## src/rtl/pipeline_mon_pkg.sv

```systemverilog
// Shared types for the writeback-commit monitor: FSM states, fail codes and the
// layout of one trace entry.
package pipeline_mon_pkg;

  typedef enum logic [1:0] {
    ST_IDLE = 2'b00,
    ST_RUN  = 2'b01,
    ST_PASS = 2'b10,
    ST_FAIL = 2'b11
  } mon_state_e;

  localparam logic [1:0] FAIL_NONE     = 2'b00;
  localparam logic [1:0] FAIL_MISMATCH = 2'b01;
  localparam logic [1:0] FAIL_TIMEOUT  = 2'b10;

  localparam int TRACE_PC_W   = 32;
  localparam int TRACE_IDX_W  = 3;
  localparam int TRACE_DATA_W = 32;

  // Reference layout at the default widths; monitors re-declare it locally at their own widths.
  typedef struct packed {
    logic [TRACE_PC_W-1:0]   pc;
    logic [TRACE_IDX_W-1:0]  dst_idx;
    logic [TRACE_DATA_W-1:0] result;
  } trace_entry_t;

  function automatic int trace_entry_width(input int pc_w, input int idx_w, input int data_w);
    return pc_w + idx_w + data_w;
  endfunction

endpackage

```

## src/rtl/commit_trace_buf.sv

```systemverilog
// Overwrite-oldest ring buffer holding the most recent committed writebacks.
// A push into a full buffer drops the oldest entry and raises a sticky overflow flag.
module commit_trace_buf #(
  parameter int DEPTH   = 16,
  parameter int ENTRY_W = 67,
  localparam int PTR_W  = $clog2(DEPTH),
  localparam int CNT_W  = $clog2(DEPTH) + 1
) (
  input  logic               clk,
  input  logic               rst_n,
  input  logic               clr_i,
  input  logic               push_i,
  input  logic [ENTRY_W-1:0] push_data_i,
  input  logic               pop_i,
  output logic [ENTRY_W-1:0] rd_data_o,
  output logic               empty_o,
  output logic [CNT_W-1:0]   count_o,
  output logic               ovf_o
);

  logic [ENTRY_W-1:0] mem_q [DEPTH];
  logic [PTR_W-1:0]   wr_ptr_q, wr_ptr_d;
  logic [PTR_W-1:0]   rd_ptr_q, rd_ptr_d;
  logic [CNT_W-1:0]   count_q, count_d;
  logic               ovf_q, ovf_d;
  logic               full, do_pop;

  assign full    = (count_q == CNT_W'(DEPTH));
  assign empty_o = (count_q == '0);
  assign do_pop  = pop_i && !empty_o;

  always_comb begin
    wr_ptr_d = wr_ptr_q;
    rd_ptr_d = rd_ptr_q;
    count_d  = count_q;
    ovf_d    = ovf_q;
    if (clr_i) begin
      wr_ptr_d = '0;
      rd_ptr_d = '0;
      count_d  = '0;
      ovf_d    = 1'b0;
    end else begin
      if (push_i) wr_ptr_d = wr_ptr_q + PTR_W'(1);
      // When full, the write slot is the head, so the head must move on whether or not we pop.
      if (do_pop || (push_i && full)) rd_ptr_d = rd_ptr_q + PTR_W'(1);
      if (push_i && full && !do_pop) ovf_d = 1'b1;
      if (push_i && !full && !do_pop) begin
        count_d = count_q + CNT_W'(1);
      end else if (!push_i && do_pop) begin
        count_d = count_q - CNT_W'(1);
      end
    end
  end

  always_ff @(posedge clk or negedge rst_n) begin
    if (!rst_n) begin
      wr_ptr_q <= '0;
      rd_ptr_q <= '0;
      count_q  <= '0;
      ovf_q    <= 1'b0;
    end else begin
      wr_ptr_q <= wr_ptr_d;
      rd_ptr_q <= rd_ptr_d;
      count_q  <= count_d;
      ovf_q    <= ovf_d;
    end
  end

  always_ff @(posedge clk) begin
    if (push_i && !clr_i) mem_q[wr_ptr_q] <= push_data_i;
  end

  assign rd_data_o = empty_o ? '0 : mem_q[rd_ptr_q];
  assign count_o   = count_q;
  assign ovf_o     = ovf_q;

endmodule

```

## src/rtl/pipeline_commit_monitor.sv

```systemverilog
// On-chip self-check for the writeback stage: compares commits against a programmable
// expected table, bounds the run with a timeout, and keeps a trace of recent commits.
module pipeline_commit_monitor
  import pipeline_mon_pkg::*;
#(
  parameter int DATA_W      = 32,
  parameter int IDX_W       = 3,
  parameter int PC_W        = 32,
  parameter int NUM_CHK     = 4,
  parameter int TRACE_DEPTH = 16,
  parameter int TIMEOUT     = 30,
  parameter int ORDERED     = 1,
  localparam int ADDR_W     = (NUM_CHK > 1) ? $clog2(NUM_CHK) : 1,
  localparam int TR_W       = trace_entry_width(PC_W, IDX_W, DATA_W),
  localparam int TCNT_W     = $clog2(TRACE_DEPTH) + 1,
  localparam int CYC_W      = $clog2(TIMEOUT + 1),
  localparam int MCH_W      = $clog2(NUM_CHK + 1)
) (
  input  logic              clk,
  input  logic              rst,
  input  logic              start,
  input  logic              wb_valid,
  input  logic [IDX_W-1:0]  wb_dst_idx,
  input  logic [DATA_W-1:0] wb_result,
  input  logic [PC_W-1:0]   wb_pc,
  input  logic              exp_we,
  input  logic [ADDR_W-1:0] exp_addr,
  input  logic [IDX_W-1:0]  exp_dst_idx,
  input  logic [DATA_W-1:0] exp_data,
  input  logic              trace_rd_en,
  output logic [TR_W-1:0]   trace_rd_data,
  output logic              trace_empty,
  output logic [TCNT_W-1:0] trace_count,
  output logic              trace_ovf,
  output logic              busy,
  output logic              done,
  output logic              pass,
  output logic [1:0]        fail_code,
  output logic [CYC_W-1:0]  cycle_count,
  output logic [MCH_W-1:0]  match_count
);

  typedef struct packed {
    logic [PC_W-1:0]   pc;
    logic [IDX_W-1:0]  dst_idx;
    logic [DATA_W-1:0] result;
  } entry_t;

  mon_state_e        state_q, state_d;
  logic [CYC_W-1:0]  cycle_q, cycle_d;
  logic [MCH_W-1:0]  match_q, match_d;
  logic [1:0]        fail_q, fail_d;
  logic [IDX_W-1:0]  exp_idx_q  [NUM_CHK];
  logic [DATA_W-1:0] exp_data_q [NUM_CHK];
  logic [ADDR_W-1:0] cur_addr;
  logic              running, hit, final_hit, miss, timed_out;
  entry_t            push_entry;

  assign running  = (state_q == ST_RUN);
  assign cur_addr = match_q[ADDR_W-1:0];
  assign hit      = (wb_dst_idx == exp_idx_q[cur_addr]) && (wb_result == exp_data_q[cur_addr]);

  // The table has no reset; it is reloaded by software before each run.
  always_ff @(posedge clk) begin
    if (exp_we && !running && (int'(exp_addr) < NUM_CHK)) begin
      exp_idx_q[exp_addr]  <= exp_dst_idx;
      exp_data_q[exp_addr] <= exp_data;
    end
  end

  assign final_hit = wb_valid && hit && (match_q == MCH_W'(NUM_CHK - 1));
  assign miss      = wb_valid && !hit && (ORDERED != 0);
  assign timed_out = (cycle_d == CYC_W'(TIMEOUT));

  always_comb begin
    state_d = state_q;
    cycle_d = cycle_q;
    match_d = match_q;
    fail_d  = fail_q;
    if (start) begin
      state_d = ST_RUN;
      cycle_d = '0;
      match_d = '0;
      fail_d  = FAIL_NONE;
    end else if (running) begin
      if (cycle_q != CYC_W'(TIMEOUT)) cycle_d = cycle_q + CYC_W'(1);
      if (wb_valid && hit) match_d = match_q + MCH_W'(1);
      if (final_hit) begin
        state_d = ST_PASS;
      end else if (miss) begin
        state_d = ST_FAIL;
        fail_d  = FAIL_MISMATCH;
      end else if (timed_out) begin
        state_d = ST_FAIL;
        fail_d  = FAIL_TIMEOUT;
      end
    end
  end

  always_ff @(posedge clk or negedge rst) begin
    if (!rst) begin
      state_q <= ST_IDLE;
      cycle_q <= '0;
      match_q <= '0;
      fail_q  <= FAIL_NONE;
    end else begin
      state_q <= state_d;
      cycle_q <= cycle_d;
      match_q <= match_d;
      fail_q  <= fail_d;
    end
  end

  assign push_entry = '{pc: wb_pc, dst_idx: wb_dst_idx, result: wb_result};

  commit_trace_buf #(
    .DEPTH   (TRACE_DEPTH),
    .ENTRY_W (TR_W)
  ) u_trace (
    .clk         (clk),
    .rst_n       (rst),
    .clr_i       (start),
    .push_i      (running && wb_valid && !start),
    .push_data_i (push_entry),
    .pop_i       (trace_rd_en),
    .rd_data_o   (trace_rd_data),
    .empty_o     (trace_empty),
    .count_o     (trace_count),
    .ovf_o       (trace_ovf)
  );

  assign busy        = running;
  assign done        = (state_q == ST_PASS) || (state_q == ST_FAIL);
  assign pass        = (state_q == ST_PASS);
  assign fail_code   = fail_q;
  assign cycle_count = cycle_q;
  assign match_count = match_q;

endmodule

```

## config.mk

```make
export PLATFORM = sky130hd
export DESIGN_NAME = pipeline_commit_monitor
export DESIGN_NICKNAME = d
export VERILOG_FILES = /design/src/rtl/pipeline_mon_pkg.sv /design/src/rtl/commit_trace_buf.sv /design/src/rtl/pipeline_commit_monitor.sv
export SDC_FILE = /design/constraint.sdc
export NUM_CORES = 1
export LEC_CHECK = 0
export ABC_AREA = 1
export BUFFER_PORTS_ARGS = -buffer_cell sky130_fd_sc_hd__buf_2
export CORE_MARGIN = 4
export CORE_UTILIZATION = 50
export CTS_CLUSTER_SIZE = 28
export DETAILED_ROUTE_END_ITERATION = 10
export HOLD_SLACK_MARGIN = 0.05
export PLACE_DENSITY_LB_ADDON = 0.2
export SYNTH_ARGS = -nofsm -noshare
export SYNTH_HDL_FRONTEND = slang
export SYNTH_SLANG_ARGS = --single-unit
```

## constraint.sdc

```tcl
create_clock -name clk -period 5.48 [get_ports clk]
set_clock_uncertainty 0.05 [all_clocks]
set_input_delay 0.822 -clock clk [delete_from_list [all_inputs] [get_ports clk]]
set_output_delay 0.822 -clock clk [all_outputs]
set_load 0.05 [all_outputs]
```

==> results of run 1 <==
-- sequential cells by signal (all words and copies together), names as in the netlist --
| signal | cells |
|---|---|
| cycle_count | 5 |
| exp_data_q | 128 |
| exp_idx_q | 12 |
| fail_code | 2 |
| match_count | 3 |
| state_q | 2 |
| u_trace.count_o | 5 |
| u_trace.mem_q | 1072 |
| u_trace.ovf_o | 1 |
| u_trace.rd_ptr_q | 4 |
| u_trace.wr_ptr_q | 4 |
-- metrics by stage --
step / total power, uW / TNS [ns] / setup WS (ns)
global route: 25000 / 0 / 0.453
floorplan: 14500 / -180.41 / -0.898
detailed placement: 16100 / 0 / 1.42
global placement: 16100 / 0 / 1.41
finish: 24000 / 0 / 0.622
CTS: 24100 / 0 / 0.651
-- worst register-to-register path: cells and delay by family (launching register included) --
family | cells | cell delay, ns
simple gates | 5 | 2.11
buf+inv | 1 | 0.45
flops | 1 | 0.44
-- cell usage in the layout (no fill, tap or decap), drive strengths merged, types with 3 or more instances in the layout --
cell type  instances
nand2            283
clkinv            55
nor3              11
dfrtp             26
edfxtp          1212
buf              267
clkbuf           152
nand3b             5
clkinvlp           3
o211ai            80
nor2             576
nand4              6
o21ai            553
xor2               9
nand3            161
inv               59
bufinv            10
o221ai           188
o22ai             80
ha                12
xnor2              3
diode              4
a21oi             79
-- metal layers --
layer | track usage | vias up | wire length, um
met5 | 0 | - | 12
met2 | 0.394 | 1281 | 60900
met4 | 0.0601 | 2 | 2730
met3 | 0.0410 | 192 | 10300
met1 | 0.343 | 15200 | 52100
li1 | - | 13900 | -
-- worst max path at each step --
| stage | startpoint | to | slack [ns] | cells after the start |
|---|---|---|---|---|
| 2_1_floorplan | state_q[1] | u_trace.mem_q[7][0] | -0.90 | 5 |
| 3_3_place_gp | u_trace.rd_ptr_q[1] | trace_rd_data[8] | 1.41 | 6 |
| 3_5_place_dp | u_trace.rd_ptr_q[1] | trace_rd_data[8] | 1.42 | 6 |
| 4_1_cts | u_trace.rd_ptr_q[1] | trace_rd_data[8] | 0.65 | 6 |
| 5_1_grt | u_trace.rd_ptr_q[1] | trace_rd_data[8] | 0.45 | 6 |
| 6_report | u_trace.rd_ptr_q[1] | trace_rd_data[11] | 0.62 | 6 |
-- cell families (layout without fill, tap and decap cells) --
group | count (synthesis) | after routing | synth area share
AOI/OAI and AO/OA | 984 | 984 | 0.122
xor gates and xnor gates | 12 | 12 | 0.00216
adders and majority gates | 13 | 13 | 0.00349
buffers and inverters | 312 | 546 | 0.0265
DFF | 1238 | 1238 | 0.760
other | 0 | 4 | 0
and+or+nand+nor | 1046 | 1046 | 0.0864
-- cell type report --
| cell class | count | area [um^2] | area share |
|---|---|---|---|
| repair buffers | 267 | 1690 | 0.0307 |
| multi-input cells | 2055 | 10600 | 0.192 |
| clock buffers | 152 | 3200 | 0.0581 |
| inverters | 58 | 248 | 0.00450 |
| well taps | 1276 | 1600 | 0.0290 |
| diodes | 4 | 10.0 | 0.000182 |
| clock inverters | 69 | 634 | 0.0115 |
| flip-flops and latches | 1238 | 37100 | 0.674 |
-- power groups by stage --
stage / clock, uW / combinational, uW / sequential (uW)
after floorplan: 0 / 3590 / 10900
after global placement: 0 / 5190 / 10900
after detailed placement: 0 / 5230 / 10900
after CTS: 8160 / 5250 / 10700
after global routing: 8590 / 5650 / 10700
final: 8040 / 5220 / 10700
==> results by group, run 1 <==
Setup path
  – Reg2Reg Depth: 6
  – Crit-path cells: buf_4 -> o21ai_0 -> o221ai_1 -> o211ai_1 -> a21oi_1 -> buf_2
  – Reg2reg start: state_q[1]
  – Worst setup EP type: output port
  – Critical Path Fanout Max: 76
  – Delay-heaviest family, CP: buffers and inverters
  – WP buf/inv: 2
  – CP Launch Type: register
  – CP max stage delay: between 0.9 and 1 ns
  – CP required: 4.61 ns
  – Worst Path Arrival: between 3 and 4 ns
  – R2r setup slk: 2.10 ns
  – R2r endpoint: u_trace.mem_q[8][25]
  – Critical setup path kind: register to output port
  – Slowest-stage cell, CP: dfrtp_4

Clocking
  – Clk root buf: clkbuf_16
  – CTS max path bufs: 3
  – Clk pin slew, worst setup/hold paths: roughly 0.060 ns
  – Clock latency on the worst-skew pair: approximately 0.70 ns
  – CTS Buf Count: ~120
  – H-tree levels: 3
  – # resized after CTS: 0
  – Post-CTS Setup Bufs: 0
  – CTS tree: built
  – Clock sink count: between 1000 and 1500
  – Hold-fix buffers at CTS: 0

Synth
  – Post-Syn Instances: approximately 3600
  – Synth cell count leaders: edfxtp_1 (1212), nor2_1 (574), o21ai_0 (552)
  – Number of synthesized flops with an enable pin: ~1200
  – Ys flop type: edfxtp_1
  – Most frequent cell after synthesis: edfxtp_1
  – Cell area after synthesis: between 40000 and 50000 um^2
  – #FFs+latches synth: between 1000 and 1500
  – Ys async rst share: 0.0210
  – Yosys top cell by area: edfxtp_1
  – Syn_area_per_cell: 13.5 um^2
  – Synth top area cells: edfxtp_1 (75%), o21ai_0 (5.7%), nor2_1 (4.4%)
  – Post-synth top area share: 0.746
  – Syn Nets: between 3000 and 4000
  – Distinct cells, synth: 39
  – Synth warn: 0
  – Sequential element share of the synthesized area: 0.760

Run status
  – Outcome: completed

Global routing
  – Global-route wire length before repair: roughly 190000 um
  – Largest net degree at the start of global routing: approximately 220
  – Total gr overflow: 0
  – Initial antenna violation count: 13
  – Total track usage: 0.241
  – Vias in the first global route: around 29000

Die
  – Num rows: about 110
  – Initial Util: 0.504
  – Die Y: 320 um
  – Core area: 96700 um^2
  – I/O Pins: ~200
  – Die Area: 103000 um^2
  – Die span in x: ~320 um

Place
  – Post-DP Area: 51200 um^2
  – PortBufs: 196
  – DP Cell Count: 4894
  – GPL Wtd Cong: around 0.75
  – Final HPWL DP: about 64000 um

Power and ir drop
  – Sw power: roughly 7600 uW
  – Flop pwr share: 0.446
  – Clock Power Share: 0.336
  – Pwr dens: around 440 nW/um^2
  – Static leakage: approximately 0.018 uW
  – Cell Int Power: roughly 16000 uW
  – Gate power share: 0.218
  – Switching Fraction: 0.318
  – Maximum vdd drop: around 0.36 mV

STA
  – Max Clk Rate: 0.206 GHz
  – Final setup viols: 0
  – Period utilization: 0.887
  – RSZ-0062 raised after global routing: no
  – Min Tclk post-route: slightly below 5 ns
  – Final slew viol count: 0
  – Worst slew pin tran: around 1.3 ns
  – Fin. Hold Viols: 0
  – Hold_ws: just over 0.1 ns
  – Max-slew headroom: 0.140

Detailed routing
  – Drt via density: between 5 and 6
  – Wire length per cell: between 20 and 25 um
  – Initial DRT Pass Iterations: 5
  – Iter 0 DRT Violations: around 3300
  – DR vias: approximately 30000
  – Total wire length: between 100000 and 150000 um
  – DR DRC count: 0
  – Antenna Nets Post-Route: 0

Min path
  – Hold Crit Class: input port to async pin

Final layout
  – Cell Count, Final, Fillers Out: roughly 5100
  – # fillers: ~7700
  – Layout area overhead: 12.8%
  – Layout cells sized above 1: 0.123
  – Final Core Density: 0.569
  – Final instance area: approximately 55000 um^2
  – Nets: around 3900

Run
  – Max-cap check violation count: 0
Note: power is estimated with default switching activity, not from simulation.
==> run 2, diff against run 1 <==
Settings changed: ABC_AREA 1 to default.
==> results by group, run 2 <==
Synth
  – Distinct cells, synth: 47
  – Post-Synth Adder-Cell Area: 0.00357
  – Synth warn: 0
  – Synth cell count leaders: edfxtp_1 (1212), mux4_2 (357), nor2b_1 (70)
  – Synth Area in Compound Gates: 0.00433
  – Synth top area cells: edfxtp_1 (76%), mux4_2 (17%), dfrtp_1 (1.4%)
  – Synth Area in XOR/XNOR: 0.00827
  – Syn Nets: about 2100
  – Mux cell area share after synthesis: 0.176
  – Cell area after synthesis: roughly 48000 um^2
  – Syn_area_per_cell: between 20 and 25 um^2
  – Ys flop type: edfxtp_1
  – #FFs+latches synth: 1238
  – Number of synthesized flops with an enable pin: approximately 1200
  – Post-Synth Simple-Gate Area: 0.0199
  – Yosys top cell by area: edfxtp_1
  – Largest family of logic cells by synthesized area: multiplexers
  – Post-synth top area share: 0.764
  – Ys async rst share: 0.0210
  – Most frequent cell after synthesis: edfxtp_1
  – Post-Syn Instances: just under 2000
  – Sequential element share of the synthesized area: 0.777

Setup path
  – Critical setup path kind: register to output port
  – Reg2Reg Depth: 11
  – CP max stage delay: a little under 1 ns
  – Critical Path Fanout Max: 35
  – CP Launch Type: register
  – Crit-path cells: buf_4 -> mux4_2 -> mux4_2 -> nor2b_1 -> buf_2
  – CP required: between 4 and 5 ns
  – Worst path most repeated cell: mux4_2
  – Slowest-stage cell, CP: dfrtp_4
  – Worst setup EP type: output port
  – Worst Path Arrival: approximately 3.7 ns

STA
  – Min Tclk post-route: between 4 and 5 ns
  – RSZ-0062 raised after global routing: no
  – Final setup viols: 0
  – Max-slew headroom: 0.374
  – Final slew viol count: 0
  – Fin. Hold Viols: 0
  – Hold_ws: roughly 0.27 ns
  – Worst slew pin tran: between 0.9 and 1 ns
  – Max Clk Rate: 0.220 GHz
  – Period utilization: 0.829

Detailed routing
  – DR vias: approximately 22000
  – Initial DRT Pass Iterations: 5
  – Drt via density: around 6.0
  – Iter 0 DRT Violations: 2080
  – Total wire length: between 100000 and 150000 um
  – Antenna Nets Post-Route: 0
  – DR DRC count: 0
  – Wire length per cell: 29.4 um

Global routing
  – Largest net degree at the start of global routing: 68
  – Total gr overflow: 0
  – Vias in the first global route: between 20000 and 25000
  – Global-route wire length before repair: 157000 um
  – Total track usage: 0.218
  – Initial antenna violation count: 10

Final layout
  – Top reg by flops: u_trace.mem_q
  – Max reg flops: roughly 1100
  – Register area: roughly 37000 um^2
  – Commonest cells after routing, fill and taps aside: edfxtp_1 (1212), mux4_2 (357), buf_2 (196)
  – Area taken by multi-input logic gates: 10200 um^2
  – Nets: 2386
  – # fillers: between 6000 and 7000
  – Commonest non-fill, non-tap cell in the layout: edfxtp_1
  – Layout cells sized above 1: 0.344
  – Top flop regs: u_trace.mem_q: 1072 flops, exp_data_q: 128 flops, exp_idx_q: 12 flops
  – Final instance area: between 50000 and 60000 um^2
  – Layout area overhead: 15.0%

Clocking
  – CTS max path bufs: 3
  – Clk pin slew, worst setup/hold paths: around 0.06 ns
  – CTS Buf Count: 131
  – Clock latency on the worst-skew pair: between 0.7 and 0.8 ns
  – H-tree levels: 4
  – Post-CTS Setup Bufs: 0
  – Clock sink count: roughly 1200
  – Clk root buf: clkbuf_16
  – CTS tree: built

Place
  – GPL Wtd Cong: between 0.7 and 0.8
  – PortBufs: just under 200
  – Post-DP Area: approximately 51000 um^2
  – Final HPWL DP: 58300 um

Min path
  – Worst Hold Path Cells: 1
  – Hold Crit Class: input port to register

Run status
  – Outcome: completed

Die
  – Die span in x: 317 um
  – Die Area: 100000 um^2
  – Num rows: about 110
  – Core area: approximately 94000 um^2
  – Initial Util: 0.508
  – I/O Pins: approximately 200
  – Die Y: around 320 um

Run
  – Max-cap check violation count: 0

Power and ir drop
  – Static leakage: ~0.017 uW
  – Maximum vdd drop: about 0.31 mV
  – Pwr dens: 432 nW/um^2
run 2: area by class of cell:
class / instances / area share
Sequential cell: 1238 / 0.676
Multi-Input combinational cell: 627 / 0.187
Clock buffer: 176 / 0.0652
Timing Repair Buffer: 255 / 0.0327
Tap cell: 1254 / 0.0286
Clock inverter: 56 / 0.00945
Inverter: 10 / 0.000685
Antenna cell: 8 / 0.000365
run 2: path summary, 6_finish.rpt:
check                                     from                   to  slack, ns
hold reg to reg                  u_trace.ovf_o        u_trace.ovf_o       0.48
max in group asynchronous                  rst  u_trace.rd_ptr_q[3]       4.30
setup reg to reg            u_trace.count_o[1]   u_trace.count_o[4]       1.68
min in group asynchronous                  rst           state_q[0]       0.61
hold / removal                    exp_data[20]    exp_data_q[2][20]       0.27
setup / recovery           u_trace.rd_ptr_q[0]     trace_rd_data[8]       0.94
run 2: what timing repair did:
action	4_1_cts	5_1_grt
hold buffers	1	0
resized for setup	0	0
endpoints found under the setup margin	0	0
hold endpoints to repair	21	0
run 2: logic make-up (layout without fill, tap and decap cells):
logic type / count (synthesis) / count (layout)
AO/OA/AOI/OAI: 32 / 32
XOR/XNOR: 45 / 45
adder cells (fa/ha/maj): 13 / 13
buffers and inverters: 110 / 497
flip-flops: 1238 / 1238
multiplexers: 373 / 373
other: 0 / 8
AND/OR/NAND/NOR: 164 / 164
run 2: metrics by stage:
| stage | setup TNS (ns) | worst slack (ns) | instances | power, uW | utilization |
|---|---|---|---|---|---|
| floorplan | -263.30 | -0.982 | 1975 | 14200 | - |
| global placement | 0 | 1.51 | 3383 | 15500 | 0.540 |
| detailed placement | 0 | 1.60 | 3383 | 15600 | 0.540 |
| CTS | 0 | 0.805 | 3616 | 24000 | 0.583 |
| global route | 0 | 0.731 | 3619 | 24600 | 0.583 |
| finish | 0 | 0.939 | 3624 | 23700 | 0.584 |
run 2: critical path: cells and delay by family (launching register included):
family | cells | cell delay (ns)
buf+inv | 2 | 0.70
flops | 1 | 0.97
mux | 2 | 1.02
simple gates | 1 | 0.21
run 2: where the power goes:
| part | leakage [uW] | total [uW] | internal (uW) | switching (uW) |
|---|---|---|---|---|
| clock network | 0.00199 | 8400 | 4920 | 3480 |
| registers | 0.0113 | 10600 | 10500 | 158 |
| logic | 0.00386 | 4640 | 1850 | 2790 |
run 2: per-layer routing:
layer | routed length, um | track usage
met1 | 43300 | 0.304
met3 | 7190 | 0.0441
met2 | 54000 | 0.362
met5 | 0 | 0
met4 | 1970 | 0.0511
==> run 3, diff against run 2 <==
Settings changed: ABC_AREA from default to 1.
Clock period 5.48 ns to 4.1 ns, I/O delays scaled along.
==> results by group, run 3 (synthesized netlist as in run 1, its figures left out) <==
Run status
  – Outcome: completed

STA
  – Final setup viols: 0
  – Fin. Hold Viols: 0
  – RSZ-0062 raised after global routing: yes
  – Max-slew headroom: 0.216
  – Final slew viol count: 0
  – Worst slew pin tran: 1.17 ns
  – Max Clk Rate: 0.251 GHz
  – Min Tclk post-route: a little under 4 ns
  – Period utilization: 0.970

Final layout
  – Commonest non-fill, non-tap cell in the layout: edfxtp_1
  – Cell Count, Final, Fillers Out: just over 5000
  – Nets: between 3000 and 4000
  – Max reg flops: approximately 1100
  – Layout cells sized above 1: 0.131
  – Final Core Density: 0.581
  – Top reg by flops: u_trace.mem_q
  – Commonest cells after routing, fill and taps aside: edfxtp_1 (1212), nor2_1 (564), o21ai_0 (552)
  – # fillers: between 7000 and 8000
  – Top flop regs: u_trace.mem_q: 1072 flops, exp_data_q: 128 flops, exp_idx_q: 12 flops
  – Layout area overhead: 15.1%

Detailed routing
  – Total wire length: around 130000 um
  – Antenna Nets Post-Route: 0
  – DR vias: a little over 30000
  – Drt via density: 5.95
  – Initial DRT Pass Iterations: 5
  – DR DRC count: 0
  – Wire length per cell: 24.4 um
  – Iter 0 DRT Violations: roughly 3100

Die
  – Die span in x: roughly 320 um
  – Core area: between 90000 and 100000 um^2
  – Die Area: a little over 100000 um^2
  – I/O Pins: between 150 and 200
  – Initial Util: 0.504
  – Num rows: roughly 110
  – Die Y: between 300 and 400 um

Clocking
  – Clock sink count: about 1200
  – Clk pin slew, worst setup/hold paths: ~0.06 ns
  – CTS Buf Count: 131
  – H-tree levels: 4
  – CTS max path bufs: 3
  – CTS tree: built
  – Clock latency on the worst-skew pair: 0.75 ns
  – Post-CTS Setup Bufs: 0
  – Clk root buf: clkbuf_16

Place
  – GPL Wtd Cong: ~0.76
  – Final HPWL DP: 64400 um
  – DP Cell Count: between 4000 and 5000
  – PortBufs: approximately 200

Global routing
  – Vias in the first global route: 30200
  – Largest net degree at the start of global routing: 170
  – Total gr overflow: 0
  – Global-route wire length before repair: 188000 um
  – Initial antenna violation count: 7
  – Total track usage: 0.244

Run
  – Max-cap check violation count: 0

Power and ir drop
  – Maximum vdd drop: around 0.52 mV
  – Pwr dens: ~580 nW/um^2
  – Static leakage: around 0.019 uW

Setup path
  – Critical setup path kind: register to output port
  – CP required: ~3.4 ns
  – Critical Path Fanout Max: between 90 and 100
  – Worst Path Arrival: 3.31 ns
  – CP Launch Type: register
  – Worst setup EP type: output port

Min path
  – Hold Crit Class: input port to register
-- run 3: metrics by stage --
| step | cell area [um^2] | hold slack (ns) | setup WS, ns | TNS (ns) | total power [uW] |
|---|---|---|---|---|---|
| 2_1_floorplan | 48800 | 0.269 | -0.590 | -392.38 | 19400 |
| 3_3_place_gp | 51600 | 0.420 | 0.780 | 0 | 21600 |
| 3_5_place_dp | 51600 | 0.419 | 0.831 | 0 | 21700 |
| 4_1_cts | 56100 | 0.138 | 0.0145 | 0 | 32900 |
| 5_1_grt | 56200 | 0.161 | -0.00449 | -0.00449 | 34100 |
| 6_report | 56200 | 0.178 | 0.122 | 0 | 32700 |
-- run 3: metal layers --
| metal | up-vias | track usage | share of wire |
|---|---|---|---|
| met5 | - | 0 | 0.000087 |
| met4 | 2 | 0.0747 | 0.024 |
| met3 | 222 | 0.0375 | 0.068 |
| met2 | 1191 | 0.406 | 0.49 |
| met1 | 15400 | 0.334 | 0.41 |
| li1 | 14000 | - | - |
-- run 3: timing repair --
item                                   in CTS  in global routing
hold buffers                               36                  0
setup endpoints to repair                   1                  9
cloned                                      0                  1
endpoints found under the hold margin     166                  0
resized for setup                           1                  4
-- run 3: final cells by class --
cell class                      instances  area [um^2]  area share
Timing Repair Buffer                  328         2550      0.0454
Clock inverter                         67          709      0.0126
Multi-Input combinational cell       2055        10600       0.189
Clock buffer                          159         3380      0.0602
Inverter                               58          258     0.00459
Sequential cell                      1238        37100       0.660
Tap cell                             1276         1600      0.0284
Antenna cell                            2         5.00   0.0000891
-- run 3: path summary, 6_finish.rpt --
| kind | slack [ns] | endpoint | start | depth (start not counted) |
|---|---|---|---|---|
| max | 0.12 | trace_rd_data[28] | u_trace.rd_ptr_q[1] | 7 |
| min | 0.18 | u_trace.wr_ptr_q[1] | start | 4 |
| max reg2reg | 1.08 | u_trace.mem_q[0][43] | state_q[1] | 6 |
| min reg2reg | 0.43 | fail_code[1] | fail_code[1] | 2 |
| max in group asynchronous | 3.06 | u_trace.rd_ptr_q[3] | rst | 2 |
| min in group asynchronous | 0.40 | u_trace.count_o[2] | rst | 2 |
-- run 3: report_power, final --
part / internal (uW) / switching [uW] / total (uW)
Sequential: 14100 / 128 / 14200
Combinational: 1780 / 5480 / 7260
Clock: 6310 / 4940 / 11200
Total: 22200 / 10500 / 32700
-- run 3: critical path, stage by stage (launching register included) --
cell and delay [ns]:
dfrtp_4 0.58, clkinv_8 0.38, buf_4 0.29, o21ai_0 0.12, o221ai_1 0.16, nand3_1 0.09, a21oi_1 0.54, buf_2 0.39
